File: config.mk
export PLATFORM = sky130hd
export DESIGN_NAME = fetch_pc_unit
export DESIGN_NICKNAME = d
export VERILOG_FILES = /design/src/rtl/cpu_pkg.sv /design/src/rtl/branch_target_calc.sv /design/src/rtl/fetch_pc_unit.sv
export SDC_FILE = /design/constraint.sdc
export NUM_CORES = 1
export LEC_CHECK = 0
export BUFFER_PORTS_ARGS = -buffer_cell sky130_fd_sc_hd__buf_2
export CAP_MARGIN = 15
export CORE_MARGIN = 2
export CORE_UTILIZATION = 44
export CTS_CLUSTER_DIAMETER = 30
export DETAILED_ROUTE_END_ITERATION = 6
export GPL_TIMING_DRIVEN = 0
export PLACE_DENSITY = 0.71
export SLEW_MARGIN = 25
export SYNTH_ARGS = -nofsm -noshare
export SYNTH_HDL_FRONTEND = slang
export SYNTH_HIERARCHICAL = 1
export SYNTH_SLANG_ARGS = --single-unit
File: constraint.sdc
create_clock -name clk -period 4.71 [get_ports clk]
set_input_delay 1.413 -clock clk [delete_from_list [all_inputs] [get_ports clk]]
set_output_delay 1.413 -clock clk [all_outputs]
set_load 0.01 [all_outputs]
File: src/rtl/cpu_pkg.sv
// Shared definitions for the 16-bit CPU datapath.
//   WIDTH            datapath / address width
//   RESET_PC_DEFAULT default first fetch address after reset (even)
//   INSTR_BYTES      instruction size in bytes (PC increment)
//   fetch_state_e    fetch FSM state encoding
package cpu_pkg;

  localparam int WIDTH = 16;
  localparam logic [WIDTH-1:0] RESET_PC_DEFAULT = 16'h0000;
  localparam int INSTR_BYTES = 2;

  typedef enum logic {
    IDLE = 1'b0,
    REQ  = 1'b1
  } fetch_state_e;

endpackage

File: src/rtl/branch_target_calc.sv
// Combinational redirect target generator, shared by fetch and decode.
// Ports:
//   pc            in   address of the current instruction
//   branch_take   in   PC-relative branch request
//   branch_offset in   sign-extended word offset
//   jump_en       in   absolute jump request (wins over branch)
//   jump_addr     in   absolute jump address (bit0 ignored)
//   pc_plus2      out  pc + 2
//   redirect      out  any redirect requested this cycle
//   target        out  selected redirect target, always even
module branch_target_calc
  import cpu_pkg::*;
#(
  parameter int WIDTH_P = WIDTH
) (
  input  logic [WIDTH_P-1:0] pc,
  input  logic               branch_take,
  input  logic [WIDTH_P-1:0] branch_offset,
  input  logic               jump_en,
  input  logic [WIDTH_P-1:0] jump_addr,
  output logic [WIDTH_P-1:0] pc_plus2,
  output logic               redirect,
  output logic [WIDTH_P-1:0] target
);

  logic [WIDTH_P-1:0] offset_bytes;
  logic               unused_bits;

  // Word offset to byte offset; the offset MSB falls off the top.
  assign offset_bytes = {branch_offset[WIDTH_P-2:0], 1'b0};
  assign pc_plus2     = pc + WIDTH_P'(INSTR_BYTES);
  assign redirect     = jump_en | branch_take;
  assign target       = jump_en ? {jump_addr[WIDTH_P-1:1], 1'b0}
                                : pc_plus2 + offset_bytes;

  assign unused_bits  = &{1'b0, branch_offset[WIDTH_P-1], jump_addr[0]};

endmodule

File: src/rtl/fetch_pc_unit.sv
// Instruction-fetch stage: holds the PC, issues word fetches over a
// req/ack handshake and latches returned instructions for decode.
// Ports:
//   clk, reset     clock, synchronous active-high reset
//   stall          blocks issue of a new fetch (outstanding one completes)
//   branch_take    PC-relative redirect relative to pc
//   branch_offset  sign-extended word offset
//   jump_en        absolute redirect (priority over branch)
//   jump_addr      absolute target
//   fetch_req      memory request, held until fetch_ack
//   fetch_addr     request address, always even, stable while requesting
//   fetch_ack      memory returns fetch_data this cycle
//   fetch_data     instruction word
//   instr          latched instruction
//   instr_valid    one-cycle pulse when instr/pc update
//   pc             address of instr
//   pc_plus2       pc + 2 (combinational)
module fetch_pc_unit
  import cpu_pkg::*;
#(
  parameter int               WIDTH_P  = WIDTH,
  parameter logic [WIDTH_P-1:0] RESET_PC = RESET_PC_DEFAULT
) (
  input  logic               clk,
  input  logic               reset,
  input  logic               stall,
  input  logic               branch_take,
  input  logic [WIDTH_P-1:0] branch_offset,
  input  logic               jump_en,
  input  logic [WIDTH_P-1:0] jump_addr,
  output logic               fetch_req,
  output logic [WIDTH_P-1:0] fetch_addr,
  input  logic               fetch_ack,
  input  logic [WIDTH_P-1:0] fetch_data,
  output logic [WIDTH_P-1:0] instr,
  output logic               instr_valid,
  output logic [WIDTH_P-1:0] pc,
  output logic [WIDTH_P-1:0] pc_plus2
);

  localparam logic [WIDTH_P-1:0] START_PC = {RESET_PC[WIDTH_P-1:1], 1'b0};

  fetch_state_e       state_q, state_d;
  logic [WIDTH_P-1:0] fetch_addr_q, fetch_addr_d;
  logic [WIDTH_P-1:0] next_addr_q, next_addr_d;
  logic [WIDTH_P-1:0] instr_q, instr_d;
  logic [WIDTH_P-1:0] pc_q, pc_d;
  logic               instr_valid_q, instr_valid_d;
  logic               discard_q, discard_d;

  logic               redirect;
  logic [WIDTH_P-1:0] target;

  branch_target_calc #(
    .WIDTH_P(WIDTH_P)
  ) u_target (
    .pc           (pc_q),
    .branch_take  (branch_take),
    .branch_offset(branch_offset),
    .jump_en      (jump_en),
    .jump_addr    (jump_addr),
    .pc_plus2     (pc_plus2),
    .redirect     (redirect),
    .target       (target)
  );

  always_comb begin
    state_d       = state_q;
    fetch_addr_d  = fetch_addr_q;
    next_addr_d   = next_addr_q;
    instr_d       = instr_q;
    pc_d          = pc_q;
    instr_valid_d = 1'b0;
    discard_d     = discard_q;

    unique case (state_q)
      IDLE: begin
        // A redirect seen while idle is used by the very fetch issued now.
        if (redirect) begin
          next_addr_d = target;
        end
        if (!stall) begin
          state_d      = REQ;
          fetch_addr_d = next_addr_d;
        end
      end

      REQ: begin
        if (fetch_ack) begin
          if (redirect || discard_q) begin
            // Word belongs to the abandoned path: drop it.
            discard_d = 1'b0;
            if (redirect) begin
              next_addr_d = target;
            end
          end else begin
            instr_d       = fetch_data;
            pc_d          = fetch_addr_q;
            instr_valid_d = 1'b1;
            next_addr_d   = fetch_addr_q + WIDTH_P'(INSTR_BYTES);
          end
          if (stall) begin
            state_d = IDLE;
          end else begin
            fetch_addr_d = next_addr_d;
          end
        end else if (redirect) begin
          // fetch_addr must stay stable; remember to drop the in-flight word.
          next_addr_d = target;
          discard_d   = 1'b1;
        end
      end

      default: state_d = IDLE;
    endcase
  end

  always_ff @(posedge clk) begin
    if (reset) begin
      state_q       <= IDLE;
      fetch_addr_q  <= START_PC;
      next_addr_q   <= START_PC;
      instr_q       <= '0;
      pc_q          <= START_PC;
      instr_valid_q <= 1'b0;
      discard_q     <= 1'b0;
    end else begin
      state_q       <= state_d;
      fetch_addr_q  <= fetch_addr_d;
      next_addr_q   <= next_addr_d;
      instr_q       <= instr_d;
      pc_q          <= pc_d;
      instr_valid_q <= instr_valid_d;
      discard_q     <= discard_d;
    end
  end

  assign fetch_req   = (state_q == REQ);
  assign fetch_addr  = fetch_addr_q;
  assign instr       = instr_q;
  assign instr_valid = instr_valid_q;
  assign pc          = pc_q;

endmodule
Word-level counts from Yosys, hierarchy flattened
Index checks and enable logic that the tools add are counted.

word-level totals
  flip-flop bits (word level) = 67
  latch bits = 0
  bits in writable memories = 0
  memory bits (read-only) = 0
  bits of input ports = 54
  output and inout port bits = 66
  word-level logic and storage cells = 40
  memories kept = 0

cells by class
  $add $sub $neg = 3
  $mul = 0
  div/mod/pow operators = 0
  order comparisons = 0
  eq/ne operators = 4
  shift operators = 0
  muxes and demuxes = 16
  bitwise logic cells = 4
  reduce and logical (&&, ||, !) cells = 6

operators by type and width
  cell                                                             count
  16-bit 2-to-1 mux                                                7
  16-bit case mux with 2 select lines                              2
  16-bit by 2-bit adder with 16-bit output, second input constant  2
  16-bit adder                                                     1
  3-bit AND reduction                                              3
  1-bit 2-to-1 mux                                                 6
  2-bit != test, second input constant                             3
  1-bit inverter                                                   3
  3-bit OR reduction                                               1
  2-bit by 1-bit != test with 1-bit output, second input constant  1
  1-bit case mux with 2 select lines                               1
  2-bit nonzero test                                               1
  1-bit logical OR                                                 1
  1-bit OR                                                         1

Logic depth before layout (Yosys ltp)
Gate-level depths: netlist of run 1.

  word-level depth = 8
  mapped depth = 17
  depth with buffers taken out = 16

By module
The synthesis of run 1 kept the hierarchy.

by module, submodules not included
  module              instances  cells an instance  area each (sq um)  sequential area each (sq um)
  fetch_pc_unit       1          369                3025.4             1341.3
  branch_target_calc  1          168                1129.8             0.0

Least setup slack after synthesis of run 1
OpenSTA, ideal clock, no wires.

  path kind = input -> register
  start = input port branch_offset[4]
  end = register fetch_addr_q[12] (netlist: fetch_addr[12])
  setup time = 134 ps
  arrival time = 3555 ps
  required time = 4576 ps
  path slack = 1021 ps
  stages on the path = 10
  buffers on the path = 0
  path through = ha_1 o21ai_1 nand2b_1 and4_1 a221o_1 or3b_1 a32o_1 mux2_2 a22oi_1 a21oi_1

on the way
  word-level cells in the longest chain between the ends = 7
  elaborated cells on any way between the ends = 8
  classes of those cells = add/sub (1); mux (7)

RTL lines
  item                                   RTL line                                  RTL
  start, declared                        fetch_pc_unit.sv:28                       input logic [WIDTH_P-1:0] branch_offset,
  16-bit adder *                         branch_target_calc.sv:34                  : pc_plus2 + offset_bytes;
  16-bit 2-to-1 mux *                    branch_target_calc.sv:33                  assign target = jump_en ? {jump_addr[WIDTH_P-1:1], 1'b0}
  net target[12]                         fetch_pc_unit.sv:52                       logic [WIDTH_P-1:0] target;
  16-bit 2-to-1 mux *                    fetch_pc_unit.sv:79, fetch_pc_unit.sv:93
  16-bit 2-to-1 mux                      fetch_pc_unit.sv:90                       if (redirect || discard_q) begin
  16-bit 2-to-1 mux                      fetch_pc_unit.sv:102                      if (stall) begin
  16-bit 2-to-1 mux                      fetch_pc_unit.sv:89                       if (fetch_ack) begin
  16-bit case mux with 2 select lines *  fetch_pc_unit.sv:76                       unique case (state_q)
  end signal, assigned                   fetch_pc_unit.sv:129                      fetch_addr_q <= fetch_addr_d;
  end, declared                          fetch_pc_unit.sv:44                       logic [WIDTH_P-1:0] fetch_addr_q, fetch_addr_d;

Mark *: on every way through the listed nets, which the timed path passes. The rest lies on a longest branch. The select of a mux whose other input is x is not followed.
A chain may end at the register's enable or synchronous reset.

Worst setup path after layout of run 1
  start = register pc_q[3] (netlist: pc[3])
  end = register next_addr_q[12]

on the way
  word-level cells in the longest chain between the ends = 7

RTL lines
  item                                        RTL line                                  RTL
  start, declared                             fetch_pc_unit.sv:47                       logic [WIDTH_P-1:0] pc_q, pc_d;
  start signal, assigned                      fetch_pc_unit.sv:132                      pc_q <= pc_d;
  16-bit by 2-bit adder with 16-bit output *  branch_target_calc.sv:31                  assign pc_plus2 = pc + WIDTH_P'(INSTR_BYTES);
  16-bit adder *                              branch_target_calc.sv:34
  16-bit 2-to-1 mux *                         branch_target_calc.sv:33
  net target[12]                              fetch_pc_unit.sv:52
  16-bit 2-to-1 mux *                         fetch_pc_unit.sv:79, fetch_pc_unit.sv:93
  16-bit 2-to-1 mux                           fetch_pc_unit.sv:90
  16-bit 2-to-1 mux                           fetch_pc_unit.sv:89
  16-bit case mux with 2 select lines *       fetch_pc_unit.sv:76
  end signal, assigned                        fetch_pc_unit.sv:130                      next_addr_q <= next_addr_d;
  end, declared                               fetch_pc_unit.sv:45                       logic [WIDTH_P-1:0] next_addr_q, next_addr_d;

Mark *: on every way through the listed nets, which the timed path passes. The rest lies on a longest branch.

==> results_dict.tcl, run 1 <==
set metrics [dict create \
    portBuffers 114 \
    num_antenna_cells 0 \
    die_h_microns 101 \
    synth-seq-cells 67 \
    setup_violations 0 \
    drt_pass1_iterations 5 \
    die_w_microns 101 \
    cp.required_ns 4.91 \
    cts_buffer_depth 2 \
    ys_async_sr_fraction_pct 0 \
    vdd_drop_max_v 0.000194 \
    hold_buffers 0 \
    grt_overflow_total 0 \
    grt_pass1_vias 4092 \
    synth_edf_count 0 \
    crit_fanout 7 \
    finalSetupTns_ns 0 \
    synth.distinct_cells 56 \
    fin_skew_ns 0.00754 \
    synth_nets 611 \
    drc 0 \
    numClockSinks 67 \
    powerDensity_nw_per_um2 247 \
    antenna_found_initial 0 \
    clk_pin_slew_ns 0.07 \
    routed_via_density 5.47 \
    drive_above_1_share_pct 23.7 \
    wl_per_cell_microns 15.8 \
    fin_crit_ns 3.85 \
    max_cap_violations 0 \
    syn2layout_area_growth_pct 21.3 \
    grt_max_degree 13 \
    core.rowCount 35 \
    start_util_pct 45.2 \
    synth_flop_cell "dfxtp_1" \
    cts_buffers 9 \
    grt_pass1_wl_microns 19400 \
    worst_slack_ns 0.857 \
    synth-seq-area-share_pct 32.3 \
    critPathCaptureType "flip-flop" \
    arrival_ns 4.05 \
    detail_route.iter0.violations 195 \
    syn-cell-area_sq_um 4160 \
    postCtsSetupBuffers 0 \
    dpl_worst_slack_ns 0.694 \
    fillers 937 \
    htreeDepth 3 \
    grt_use_total_pct 24.2 \
    coreArea_sq_um 9200 \
    place_congestion 0.929 \
    slew_headroom_pct 27.9 \
    yosys_warnings 6 \
    routed_wl_microns 12300 \
    nNetsFinal 736 \
    ctsResizeCount 0 \
    tightestPinTransition_ns 1.07 \
    fmax_mhz 260 \
    grt_setup_unrepaired "no" \
    fin_crit_sh_pct 81.8 \
    cts_tree "yes" \
    place_hpwl_microns 9650 \
    synth_cells 537 \
    cp-start-kind "flip-flop" \
    final_cell_mix "buf_2 (118), nand2_1 (109), dfxtp_1 (67)" \
    final_antenna_net_count 0 \
    layout_commonest_cell "buf_2" \
    hp-class "flip-flop to flip-flop" \
    cts_root_buf "clkbuf_8" \
    clkLatencyLatePin_ns 0.35 \
    hold_viol_final 0 \
    avgSynthCellArea_sq_um 7.74 \
    critPathKind "flip-flop to flip-flop" \
    hold_slack_ns 0.453 \
    static-leakage-power_nw 2.17 \
    fp.dieArea_sq_um 10200 \
    status "completed" \
    vias 4254 \
    slew_violations 0 \
    io_pins 120 \
]
## cell families after synthesis
family                     Yosys count  share of synthesized area (%)
and+or+nand+nor                    201                           22.3
AOI/OAI and AO/OA                  134                           19.8
DFF                                 67                           32.3
buffers and inverters               55                           5.54
xor gates and xnor gates            38                           8.01
muxes                               22                           5.78
adders and majority gates           20                           6.20
## metrics by stage
stage	util (%)	total power (W)	cell area [sq um]	instances
after floorplan	-	0.000753	4160	537
after detailed placement	52.9	0.000829	4860	762
after global placement	52.9	0.000824	4860	762
final	54.8	0.00125	5040	778
after CTS	54.8	0.00126	5040	778
after global routing	54.8	0.00131	5040	778
## sequential cells by signal (all words and copies together) (netlist names)
| name | cells |
|---|---|
| discard_q | 1 |
| fetch_addr | 16 |
| fetch_req | 1 |
| instr | 16 |
| instr_valid | 1 |
| next_addr_q | 16 |
| pc | 16 |
## path summary, 6_finish.rpt
| path | cells after the start | start | to | slack [ns] |
|---|---|---|---|---|
| max | 13 | pc[3] | next_addr_q[12] | 0.86 |
| min | 2 | instr[12] | instr[12] | 0.45 |
| max reg2reg | 13 | pc[3] | next_addr_q[12] | 0.86 |
| min reg2reg | 2 | instr[12] | instr[12] | 0.45 |
## critical path, cell delays in order, from the launching register on
cell,delay [ns]
dfxtp_1,0.48
nand3_1,0.17
nor2_1,0.41
nand3_1,0.15
xnor2_1,0.21
ha_1,0.32
a21oi_1,0.31
inv_1,0.07
a221o_1,0.40
or3b_1,0.39
a32o_1,0.27
mux2_2,0.28
o21bai_1,0.16
a21oi_1,0.07
## area by class of cell
class / count / area [sq um] / share of cell area, %
inverter: 16 / 60.1 / 1.19
buffer: 39 / 170 / 3.37
timing repair buffer: 114 / 571 / 11.3
tap: 111 / 139 / 2.75
sequential: 67 / 1340 / 26.6
clock buffer: 10 / 138 / 2.73
clock inverter: 6 / 40.0 / 0.794
multi-input combinational: 415 / 2580 / 51.2
## where the power goes
group | internal (W) | switching [W]
registers | 0.000591 | 0.0000208
clock network | 0.000205 | 0.000224
logic | 0.0000883 | 0.000120
total | 0.000884 | 0.000364
## Yosys cell counts (11+ instances only)
cell	count	share of area (%)
nand2_1	109	9.8
xnor2_1	27	5.7
nor2_1	32	2.9
clkbuf_1	29	2.6
ha_1	19	5.7
xor2_1	11	2.3
inv_1	16	1.4
nand3_1	13	1.6
a21oi_1	61	7.3
mux2_2	12	3.3
a211oi_1	16	2.9
o21ai_0	18	2.2
dfxtp_1	67	32
## routing by layer
| layer | part of all wire [%] | vias up | routed length (microns) | track usage (%) |
|---|---|---|---|---|
| met4 | 1.8 | 0 | 225 | 9.77 |
| met1 | 44 | 1966 | 5400 | 29.8 |
| met3 | 6.1 | 19 | 748 | 4.21 |
| met2 | 48 | 144 | 5960 | 41.9 |
| li1 | - | 2125 | - | - |
| met5 | 0 | - | 0 | 0 |
Power figures use the tool's default switching activity.
==> run 2, diff against run 1 <==
--- a/config.mk
+++ b/config.mk
@@ -5,6 +5,7 @@
 export SDC_FILE = /design/constraint.sdc
 export NUM_CORES = 1
 export LEC_CHECK = 0
+export ABC_AREA = 1
 export BUFFER_PORTS_ARGS = -buffer_cell sky130_fd_sc_hd__buf_2
 export CAP_MARGIN = 15
 export CORE_MARGIN = 2
@@ -12,7 +13,7 @@
 export CTS_CLUSTER_DIAMETER = 30
 export DETAILED_ROUTE_END_ITERATION = 6
 export GPL_TIMING_DRIVEN = 0
-export PLACE_DENSITY = 0.71
+export PLACE_DENSITY = 0.7
 export SLEW_MARGIN = 25
 export SYNTH_ARGS = -nofsm -noshare
 export SYNTH_HDL_FRONTEND = slang
==> constraint.sdc (replaced) <==
create_clock -name clk -period 4 [get_ports clk]
set_input_delay 1.2 -clock clk [delete_from_list [all_inputs] [get_ports clk]]
set_output_delay 1.2 -clock clk [all_outputs]
set_load 0.01 [all_outputs]
==> results_dict.tcl, run 2 <==
set metrics [dict create \
    io_pins 120 \
    max_cap_violations 0 \
    numClockSinks 67 \
    ys_async_sr_fraction_pct 0 \
    nNetsFinal 903 \
    seq_area_sq_um 1340 \
    drt_pass1_iterations 5 \
    vias 5204 \
    arrival_ns 3.45 \
    multi_input_area_sq_um 2780 \
    grt_pass1_vias 4658 \
    p_clk_share_pct 34.6 \
    crit_fanout 6 \
    fin_skew_ns 0.00826 \
    slew_violations 0 \
    rr_startpoint "pc[1]" \
    synth-seq-area-share_pct 29.4 \
    place_congestion 0.971 \
    tightestPinTransition_ns 0.594 \
    syn2layout_area_growth_pct 20.9 \
    postCtsSetupBuffers 0 \
    routed_via_density 5.36 \
    setup_violations 0 \
    static-leakage-power_nw 2.80 \
    critPathKind "flip-flop to flip-flop" \
    synth_cells 701 \
    synth_area_leaders "dfxtp_1 (29%), nand2_1 (15%), a21oi_1 (5.7%)" \
    fillers 1056 \
    fin_area_sq_um 5520 \
    final_antenna_net_count 0 \
    drc 0 \
    p_comb_share_pct 21.7 \
    r2r-end "fetch_addr[15]" \
    drive_above_1_share_pct 23.0 \
    place_hpwl_microns 11800 \
    coreArea_sq_um 10200 \
    synth-seq-cells 67 \
    slew_headroom_pct 60.4 \
    finalSetupTns_ns 0 \
    start_util_pct 44.8 \
    grt_use_total_pct 26.4 \
    hold_viol_final 0 \
    die_h_microns 106 \
    p_switching_w 0.000566 \
    fin_crit_ns 3.20 \
    synth.most_common_cell "nand2_1" \
    yosysTopAreaCell "dfxtp_1" \
    portBuffers 117 \
    synth_edf_count 0 \
    vdd_drop_max_v 0.000197 \
    routed_wl_microns 15000 \
    status "completed" \
    grt_overflow_total 0 \
    hp-start "instr[5]" \
    core.rowCount 37 \
    cp.required_ns 4.25 \
    hp-class "flip-flop to flip-flop" \
    place_area_sq_um 5320 \
    seq_power_share_pct 43.8 \
    grt_setup_unrepaired "no" \
    cts_tree "yes" \
    synthTopCellsByCount "nand2_1 (185), nor2_1 (68), dfxtp_1 (67)" \
    holdPathStages 2 \
    antenna_found_initial 0 \
    grt_pass1_wl_microns 23400 \
    holdPathEnd "instr[5]" \
    htreeDepth 3 \
    fin_crit_sh_pct 80.0 \
    synth_nets 775 \
    grt_max_degree 14 \
    r2r_cells 22 \
    synth_top_area_share_pct 29.4 \
    num_antenna_cells 0 \
    detail_route.iter0.violations 451 \
    cp-start-kind "flip-flop" \
    cts_root_buf "clkbuf_8" \
    synth_flop_cell "dfxtp_1" \
    fmax_mhz 313 \
    clkLatencyLatePin_ns 0.35 \
    hold_buffers 0 \
    reg2reg_slack_ns 0.80 \
    final_core_util_pct 54.2 \
    cts_buffer_depth 2 \
    fp.dieArea_sq_um 11200 \
    yosys_warnings 6 \
    clk_pin_slew_ns 0.08 \
    avgSynthCellArea_sq_um 6.51 \
    switching_share_pct 33.3 \
    final_cell_mix "nand2_1 (185), buf_2 (123), nor2_1 (68)" \
    syn-cell-area_sq_um 4560 \
    powerDensity_nw_per_um2 308 \
    die_w_microns 106 \
    layout_commonest_cell "nand2_1" \
    critPathCaptureType "flip-flop" \
    synth.distinct_cells 36 \
    intPower_w 0.00113 \
    wl_per_cell_microns 15.5 \
    power_w 0.00170 \
    ctsResizeCount 0 \
    cts_buffers 9 \
]
## run 2: layout make-up
cell class | count | area share [%]
Buffer | 29 | 3.33
Clock buffer | 9 | 2.25
Clock inverter | 7 | 1.36
Inverter | 68 | 4.63
Multi-Input combinational cell | 537 | 50.4
Sequential cell | 67 | 24.3
Tap cell | 136 | 3.08
Timing Repair Buffer | 117 | 10.6
## run 2: how the worst max path moves through the flow
| stage | from | endpoint | slack, ns | cells past startpoint |
|---|---|---|---|---|
| detailed placement | branch_offset[0] | fetch_addr[15] | 0.65 | 18 |
| global placement | branch_offset[0] | fetch_addr[15] | 0.66 | 18 |
| floorplan | branch_offset[0] | next_addr_q[9] | 1.15 | 17 |
| CTS | pc[1] | pc_plus2[13] | 0.80 | 9 |
| global route | pc[1] | fetch_addr[15] | 0.53 | 23 |
| finish | pc[1] | fetch_addr[15] | 0.80 | 22 |
## run 2: logic make-up (layout without fill, tap and decap cells)
| family | after synthesis | in the layout | share of synthesized area [%] |
|---|---|---|---|
| xor gates and xnor gates | 14 | 14 | 2.69 |
| DFF | 67 | 67 | 29.4 |
| AOI/OAI and AO/OA | 149 | 149 | 18.0 |
| buffers and inverters | 97 | 230 | 9.63 |
| and+or+nand+nor | 354 | 354 | 34.6 |
| adders and majority gates | 20 | 20 | 5.65 |
## run 2: power groups by stage
stage / registers, W / clock network (W) / logic [W]
after floorplan: 0.000757 / 0 / 0.000226
after global placement: 0.000758 / 0 / 0.000356
after detailed placement: 0.000759 / 0 / 0.000362
after CTS: 0.000743 / 0.000592 / 0.000364
after global routing: 0.000748 / 0.000620 / 0.000407
final: 0.000744 / 0.000587 / 0.000368
## run 2: per-layer routing
metal	global-route usage, %	vias to the layer above	wire, microns
met5	0	-	0
met4	5.55	0	140
met3	3.96	15	1090
met2	46.2	225	7290
met1	34.6	2404	6530
li1	-	2560	-
## run 2: worst max-delay path: stages (launching register included)
cell and delay, ns:
dfxtp_1 0.43, ha_1 0.25, nand3_2 0.11, nor2_4 0.16
nand2_2 0.09, nor2_2 0.11, nand2_1 0.07, xor2_1 0.14
inv_1 0.08, ha_1 0.37, nand2_1 0.12, nor2_1 0.16
nand2_1 0.07, inv_1 0.05, nand2_1 0.04, nand2_1 0.11
nand3_1 0.09, nand3_1 0.13, nand2_1 0.09, nand2_1 0.09
nand2_1 0.07, a21oi_1 0.17, a21oi_1 0.09
## run 2: metrics by stage
stage / hold slack (ns) / setup WS, ns / cells
after detailed placement: 0.475 / 0.651 / 954
after global placement: 0.460 / 0.658 / 954
after floorplan: 0.467 / 1.15 / 701
final: 0.486 / 0.801 / 970
after CTS: 0.491 / 0.801 / 970
after global routing: 0.512 / 0.527 / 970
